### src/rtl/proc_defs.sv
// rtl/proc_defs.sv - shared state encodings and UART byte width
//
// Purpose : definitions shared by the memory sequencer and its helpers.
// Ports   : none (package).

package proc_defs;

   // UART payload width
   localparam int BYTE_W = 8;

   // Sequencer states; the current state also selects the memory port owner
   typedef enum logic [2:0] {
      IDLE    = 3'd0,
      RX_WAIT = 3'd1,
      TX_READ = 3'd2,
      TX_LOAD = 3'd3,
      TX_SEND = 3'd4,
      TX_WAIT = 3'd5,
      RUN     = 3'd6
   } state_t;

endpackage

### src/rtl/rise_detect.sv
// rtl/rise_detect.sv - registered rising-edge pulse generator
//
// Purpose : turns a level request into a single-cycle pulse, one cycle after
//           the rising edge is seen. A held level never retriggers.
// Ports   : clk     - system clock
//           reset   - synchronous, active-high
//           level_i - level request input
//           rise_o  - registered 1-cycle pulse on a 0->1 transition

module rise_detect (
   input  logic clk,
   input  logic reset,
   input  logic level_i,
   output logic rise_o
);

   logic prev_q;
   logic rise_q;

   always_ff @(posedge clk) begin
      if (reset) begin
         prev_q <= 1'b0;
         rise_q <= 1'b0;
      end else begin
         prev_q <= level_i;
         rise_q <= level_i & ~prev_q;
      end
   end

   assign rise_o = rise_q;

endmodule

### src/rtl/uart_mem_ctrl.sv
// rtl/uart_mem_ctrl.sv - shared data memory sequencer between UART and core
//
// Purpose : loads an image from uart_rx into memory, runs the core, and
//           dumps the image through uart_tx. Exactly one owner drives the
//           memory port at any time, chosen by the FSM state.
// Ports   : clk, reset                - clock, synchronous active-high reset
//           receive, send, enablle    - level requests (rising edge sampled)
//           rx_data, rx_valid         - byte stream from uart_rx
//           tx_busy, tx_data, tx_start- handshake to uart_tx
//           proc_addr/wdata/we/done   - core memory port and completion
//           proc_en                   - core run enable
//           mem_addr/wdata/we, mem_rdata - shared memory port (1-cycle read)
//           rx_LED, tx_LED, enable_check - high in RX, TX, RUN respectively

module uart_mem_ctrl
   import proc_defs::*;
#(
   parameter int ADDR_W    = 16,
   parameter int IMG_BYTES = 65536
) (
   input  logic              clk,
   input  logic              reset,
   input  logic              receive,
   input  logic              send,
   input  logic              enablle,
   input  logic [BYTE_W-1:0] rx_data,
   input  logic              rx_valid,
   input  logic              tx_busy,
   output logic [BYTE_W-1:0] tx_data,
   output logic              tx_start,
   input  logic [ADDR_W-1:0] proc_addr,
   input  logic [BYTE_W-1:0] proc_wdata,
   input  logic              proc_we,
   input  logic              proc_done,
   output logic              proc_en,
   output logic [ADDR_W-1:0] mem_addr,
   output logic [BYTE_W-1:0] mem_wdata,
   output logic              mem_we,
   input  logic [BYTE_W-1:0] mem_rdata,
   output logic              rx_LED,
   output logic              tx_LED,
   output logic              enable_check
);

   // One extra bit so a full 2**ADDR_W transfer reaches its end count without wrapping
   localparam int             CNT_W    = ADDR_W + 1;
   localparam logic [CNT_W-1:0] CNT_LAST = CNT_W'(IMG_BYTES);

   state_t              state_q;
   logic [CNT_W-1:0]    cnt_q;
   logic [CNT_W-1:0]    cnt_d;
   logic [BYTE_W-1:0]   tx_data_q;
   logic                tx_start_q;
   logic                busy_seen_q;
   logic                proc_en_q;
   logic                rx_led_q;
   logic                tx_led_q;
   logic                en_chk_q;

   logic                recv_rise;
   logic                send_rise;
   logic                en_rise;

   rise_detect u_rise_recv (.clk(clk), .reset(reset), .level_i(receive), .rise_o(recv_rise));
   rise_detect u_rise_send (.clk(clk), .reset(reset), .level_i(send),    .rise_o(send_rise));
   rise_detect u_rise_en   (.clk(clk), .reset(reset), .level_i(enablle), .rise_o(en_rise));

   assign cnt_d = cnt_q + 1'b1;

   // Memory port mux. UART writes must land in the same cycle as rx_valid,
   // so this path is combinational from the registered state.
   always_comb begin
      mem_addr  = proc_addr;
      mem_wdata = proc_wdata;
      mem_we    = 1'b0;
      case (state_q)
         RX_WAIT: begin
            mem_addr  = cnt_q[ADDR_W-1:0];
            mem_wdata = rx_data;
            mem_we    = rx_valid;
         end
         TX_READ, TX_LOAD, TX_SEND, TX_WAIT: begin
            mem_addr  = cnt_q[ADDR_W-1:0];
            mem_wdata = '0;
         end
         RUN: begin
            mem_we = proc_we;
         end
         default: begin
            mem_we = 1'b0;
         end
      endcase
   end

   always_ff @(posedge clk) begin
      if (reset) begin
         state_q     <= IDLE;
         cnt_q       <= '0;
         tx_data_q   <= '0;
         tx_start_q  <= 1'b0;
         busy_seen_q <= 1'b0;
         proc_en_q   <= 1'b0;
         rx_led_q    <= 1'b0;
         tx_led_q    <= 1'b0;
         en_chk_q    <= 1'b0;
      end else begin
         tx_start_q <= 1'b0;
         case (state_q)
            IDLE: begin
               cnt_q <= '0;
               // Priority receive > send > enablle when edges coincide
               if (recv_rise) begin
                  state_q  <= RX_WAIT;
                  rx_led_q <= 1'b1;
               end else if (send_rise) begin
                  state_q  <= TX_READ;
                  tx_led_q <= 1'b1;
               end else if (en_rise) begin
                  state_q   <= RUN;
                  proc_en_q <= 1'b1;
                  en_chk_q  <= 1'b1;
               end
            end
            RX_WAIT: begin
               if (rx_valid) begin
                  if (cnt_d == CNT_LAST) begin
                     cnt_q    <= '0;
                     state_q  <= IDLE;
                     rx_led_q <= 1'b0;
                  end else begin
                     cnt_q <= cnt_d;
                  end
               end
            end
            TX_READ: begin
               state_q <= TX_LOAD;
            end
            TX_LOAD: begin
               tx_data_q <= mem_rdata;
               state_q   <= TX_SEND;
            end
            TX_SEND: begin
               if (!tx_busy) begin
                  tx_start_q  <= 1'b1;
                  busy_seen_q <= 1'b0;
                  state_q     <= TX_WAIT;
               end
            end
            TX_WAIT: begin
               // A byte is done only after busy has been seen high and then low
               if (tx_busy) begin
                  busy_seen_q <= 1'b1;
               end else if (busy_seen_q) begin
                  busy_seen_q <= 1'b0;
                  if (cnt_d == CNT_LAST) begin
                     cnt_q    <= '0;
                     state_q  <= IDLE;
                     tx_led_q <= 1'b0;
                  end else begin
                     cnt_q   <= cnt_d;
                     state_q <= TX_READ;
                  end
               end
            end
            RUN: begin
               if (proc_done) begin
                  proc_en_q <= 1'b0;
                  en_chk_q  <= 1'b0;
                  state_q   <= IDLE;
               end
            end
            default: begin
               state_q <= IDLE;
            end
         endcase
      end
   end

   assign tx_data      = tx_data_q;
   assign tx_start     = tx_start_q;
   assign proc_en      = proc_en_q;
   assign rx_LED       = rx_led_q;
   assign tx_LED       = tx_led_q;
   assign enable_check = en_chk_q;

endmodule

### config.mk
export PLATFORM = sky130hd
export DESIGN_NAME = uart_mem_ctrl
export DESIGN_NICKNAME = d
export VERILOG_FILES = /design/src/rtl/proc_defs.sv /design/src/rtl/rise_detect.sv /design/src/rtl/uart_mem_ctrl.sv
export SDC_FILE = /design/constraint.sdc
export NUM_CORES = 1
export LEC_CHECK = 0
export CORE_ASPECT_RATIO = 0.5
export CORE_UTILIZATION = 60
export DETAILED_ROUTE_END_ITERATION = 12
export DONT_BUFFER_PORTS = 1
export GPL_TIMING_DRIVEN = 0
export PLACE_DENSITY = 0.82
export SLEW_MARGIN = 40
export SYNTH_ARGS = -nofsm -noshare
export SYNTH_HDL_FRONTEND = slang
export SYNTH_SLANG_ARGS = --single-unit
### constraint.sdc
create_clock -name clk -period 3.25 [get_ports clk]
set_input_delay 0.65 -clock clk [delete_from_list [all_inputs] [get_ports clk]]
set_output_delay 0.65 -clock clk [all_outputs]
set_load 0.05 [all_outputs]
Yosys cells after proc, flatten, opt, wreduce, memory -nomap -nowiden. Index checks and enable logic that the tools add are counted.

Bits in registers: 39. Input port bits: 49. Word-level logic and storage cells: 94.

$add $sub $neg: 1. Equality and inequality tests: 20. Multiplexer cells: 37. Bitwise logic cells: 7. Reduce and logical (&&, ||, !) cells: 15.

Operator list (count): 2-to-1 mux 17 bit (4); one-hot mux 17 bit (3 select lines) (1); 2-to-1 mux 3 bit (9); one-hot mux 3 bit (7 select lines) (1); inequality test 2 bit (second input constant) (9); adder 17 x 1 -> 17 bit (second input constant) (1); == test 17 bit (second input constant) (1); 2-to-1 mux 16 bit (1); one-hot mux 8 bit (2 select lines) (1); 2-to-1 mux 1 bit (14); one-hot mux 1 bit (2 select lines) (5); == test 3 bit (second input constant) (3); AND reduction 4 bit (2); nonzero test 2 bit (4); AND reduction 7 bit (1); == test 3 x 2 -> 1 bit (second input constant) (2); inequality test 2 x 1 -> 1 bit (second input constant) (3); AND reduction 6 bit (1); AND reduction 5 bit (1); OR reduction 5 bit (1); inequality test 4 x 1 -> 1 bit (second input constant) (1); NOT 1 bit (4); OR reduction 4 bit (1); AND 1 bit (3); other kinds (6) (6).

Logic depth before layout (Yosys ltp).
Depth after elaboration: 6. Mapped depth: 9. Depth with buffers taken out: 8.

Hierarchy. From an unflattened synthesis, not the netlist that was laid out.

Cell total of the unflattened synthesis: 296. Area, all modules: 2436.1 µm².

Modules (own cells, without submodules): uart_mem_ctrl (times used 1, cells an instance 284, area each 2259.7 µm²); rise_detect (times used 3, cells an instance 4, area each 58.8 µm²).

Worst setup path before layout. OpenSTA, ideal clock, no wires.

Path kind: register -> output. Start point: register state_q[0]. End point: output port mem_wdata[0]. Data arrival time: 2287 ps. Required time: 2600 ps. Slack: 313 ps. Cell stages (with the launch flop): 5. Buffers on the path: 2. Cell sequence: dfxtp_1 -> buf_1 -> buf_1 -> mux2i_1 -> o21ai_0.

Longest elaborated chain between the ends: 3. Elaborated cells on any way between the ends: 7.

RTL lines: start: declaration (RTL line uart_mem_ctrl.sv:49) `state_t state_q;`; start signal: assignment (RTL line uart_mem_ctrl.sv:97) `state_q <= IDLE;`; start signal: assignment (RTL line uart_mem_ctrl.sv:113) `state_q <= RX_WAIT;`; start signal: assignment (RTL line uart_mem_ctrl.sv:116) `state_q <= TX_READ;`; == test 3 bit / == test 3 x 2 -> 1 bit (equally long branches) (RTL line uart_mem_ctrl.sv:76) `case (state_q)`; OR reduction 4 bit; one-hot mux 8 bit (2 select lines) * (RTL line uart_mem_ctrl.sv:76); end: declaration (RTL line uart_mem_ctrl.sv:37) `output logic [BYTE_W-1:0] mem_wdata,`.

Mark *: on every way between the ends. The rest lies on a longest branch, timed or not.

Worst setup path after layout.
Start point: register state_q[0]. End point: output port mem_wdata[4].

The elaborated chain is that of the path after synthesis.

==> metrics.csv <==
metric;value;unit
status;finished, final reports clean;
power_frac_comb;59.3;%
rsz0062_at_grt;no;
power.share.switching;56.5;%
syn_avg_cell_area;8.45;um2
cts.sinks;39;
startpoint_type;flop;
multiInputGateArea;1530;um2
grt_pass1_vias;1998;
postCtsSetupRepairBufs;0;
place_ws;0.319;ns
path_buf_inv;2;
postCtsHoldBufs;0;
rows;16;
max_stage_delay;0.55;ns
cts_made_buffers;5;
finalNetCount;349;
grt_usage;26.3;%
synth-async-reset-ratio;0;%
cp_common_cell;buf_1;
cts_tree;yes;
ios;87;
power_leakage;1.09;nW
clock-skew-final;0.00916;ns
cts_max_path_buffers;2;
synth_area;2470;um2
clock_latency;0.30;ns
power_frac_seq;25.8;%
wl;5830;um
worstPathRequired;2.60;ns
period_minus_slack;2.99;ns
area_growth;7.71;%
drtAntennaViolNets;0;
hold_viol;0;
hpwlAfterDp;4140;um
fp.coreArea;3920;um2
antenna_found_initial;0;
end_kind;primary output;
critical-path-top-delay-family;buffers and inverters;
dieArea;4390;um2
routedWlPerCell;16.5;um
grt_pass1_wl;8780;um
crit_chain;buf_1 > buf_1 > mux2i_1 > o21ai_2;
viasPerCell;6.40;
ys_seq_area_share;31.7;%
h-tree-depth;2;
final.setup.tns;0;ns
grt_max_degree;14;
clkTransAtPathRegs;0.09;ns
synth_largest_area_cell;dfxtp_1;
netlist_top_cells_area;dfxtp_1, mux2_2, mux2i_1;
critPathSlowestCell;buf_1;
relSlewSlack;56.9;%
gp_congestion;0.922;
yosys_warnings;0;
ys_ff_latch;39;
finalPower;2.31;mW
synth_nets;342;
die_w;92.7;um
worstMarginPinSlew;0.644;ns
ys.flop_type;dfxtp_1;
synth_edf_count;0;
fmax;334;MHz
synth_cells;292;
setup_viol;0;
regArea;781;um2
hold_class;reg2reg;
drc;0;
cp.arrival;2.34;ns
num_vias;2266;
drive_gt1_share;20.0;%
max-cap-violations;0;
fillCellCount;320;
clkPwrFrac;14.9;%
final_common_cell;dfxtp_1;
portBuffers;0;
power.internal;1.00;mW
fin_ws;0.260;ns
synth.distinct_cells;51;
drt_iter0_markers;111;
slew_violations;0;
fin_crit_sh;92.0;%
die_h;47.3;um
final_cell_mix;dfxtp_1, nor2_1, nand2_1;
p_per_area;869;nW/um2
start_util;62.9;%
path_max_fanout;10;
worstSetupPathType;reg2out;
synth_top_area_share;31.7;%
overflow;0;
switchingPower;1.30;mW
peakVddDrop;0.000604;V
diodes;0;
firstDrtPassIters;4;
clock-root-buffer;clkbuf_8;
==> path summary, 6_finish.rpt <==
kind                                    startpoint                  to  slack [ns]  cells after the start
worst max-delay path                    state_q[0]        mem_wdata[4]        0.26                      4
worst min-delay path            u_rise_recv.prev_q  u_rise_recv.rise_o        0.38                      1
worst max register to register            cnt_q[0]           cnt_q[10]        0.41                      9
worst min register to register  u_rise_recv.prev_q  u_rise_recv.rise_o        0.38                      1
==> worst register-to-register path, stage by stage, from the launching register on <==
cell	delay (ns)
dfxtp_1	0.43
ha_1	0.28
nand3_1	0.15
nor2_1	0.37
a41oi_1	0.24
nor4_2	0.32
nand3_2	0.27
and2_4	0.24
buf_6	0.13
a221o_1	0.31
==> stage by stage <==
stage	util [%]	hold WS, ns	instances	area [um2]
after CTS	67.6	0.383	354	2650
after floorplan	-	0.367	292	2470
after global routing	67.7	0.399	354	2660
final	67.7	0.383	354	2660
after global placement	64.6	0.372	346	2530
after detailed placement	65.3	0.372	346	2560
==> state kept, by name, summed over array words and instances, names as in the netlist <==
register / cells
u_rise_recv.prev_q: 1
state_q: 3
u_rise_recv.rise_o: 1
enable_check: 1
tx_data: 8
tx_start: 1
u_rise_en.rise_o: 1
tx_LED: 1
u_rise_send.rise_o: 1
u_rise_en.prev_q: 1
rx_LED: 1
cnt_q: 17
u_rise_send.prev_q: 1
busy_seen_q: 1
==> layout make-up <==
class | count | share of cell area (%)
Buffer | 26 | 6.31
Clock buffer | 5 | 2.59
Clock inverter | 3 | 0.754
Inverter | 7 | 0.989
Multi-Input combinational cell | 220 | 57.4
Sequential cell | 39 | 29.4
Tap cell | 54 | 2.54
==> synth_stat cells (2+ instances only) <==
master	count
a21oi_1	9
a221o_1	7
a22o_1	4
a22oi_1	4
a311oi_1	2
a31oi_1	3
and2_1	2
and3_1	9
buf_1	2
buf_4	9
buf_6	4
clkbuf_1	10
dfxtp_1	39
inv_1	7
mux2_2	16
mux2i_1	17
nand2_1	19
nand3_1	13
nand3b_1	2
nand4_1	7
nor2_1	39
nor2b_1	6
nor3_1	7
nor4_1	3
nor4_2	2
o211ai_1	2
o21ai_0	13
or2_2	4
xnor2_1	7
xor2_1	3
==> routing by layer <==
layer	track usage [%]	wire, um	vias to the layer above
met5	0	0	-
met4	14.2	127	0
met3	6.47	431	19
met2	46.8	2810	114
met1	31.0	2460	1067
li1	-	-	1066
==> kinds of logic (layout without fill, tap and decap cells) <==
family | Yosys count | in the layout | share of synthesized area [%]
buf+inv | 33 | 41 | 7.81
simple gates | 121 | 121 | 25.3
compound gates | 53 | 53 | 15.6
fa+ha+maj | 1 | 1 | 0.507
flops | 39 | 39 | 31.7
xor+xnor | 10 | 10 | 3.55
mux | 35 | 35 | 15.6
==> power groups by stage <==
stage	Combinational, mW	Sequential [mW]	Clock, mW
4_1_cts	1.36	0.596	0.342
3_3_place_gp	1.28	0.606	0
5_1_grt	1.44	0.603	0.360
2_1_floorplan	1.18	0.600	0
6_report	1.37	0.597	0.343
3_5_place_dp	1.35	0.608	0
==> repair_timing <==
action,4_1_cts,5_1_grt
setup endpoints to repair,10,10
pin swaps,0,0
gates resized for setup,1,1
(Power assumes the default switching activity.)
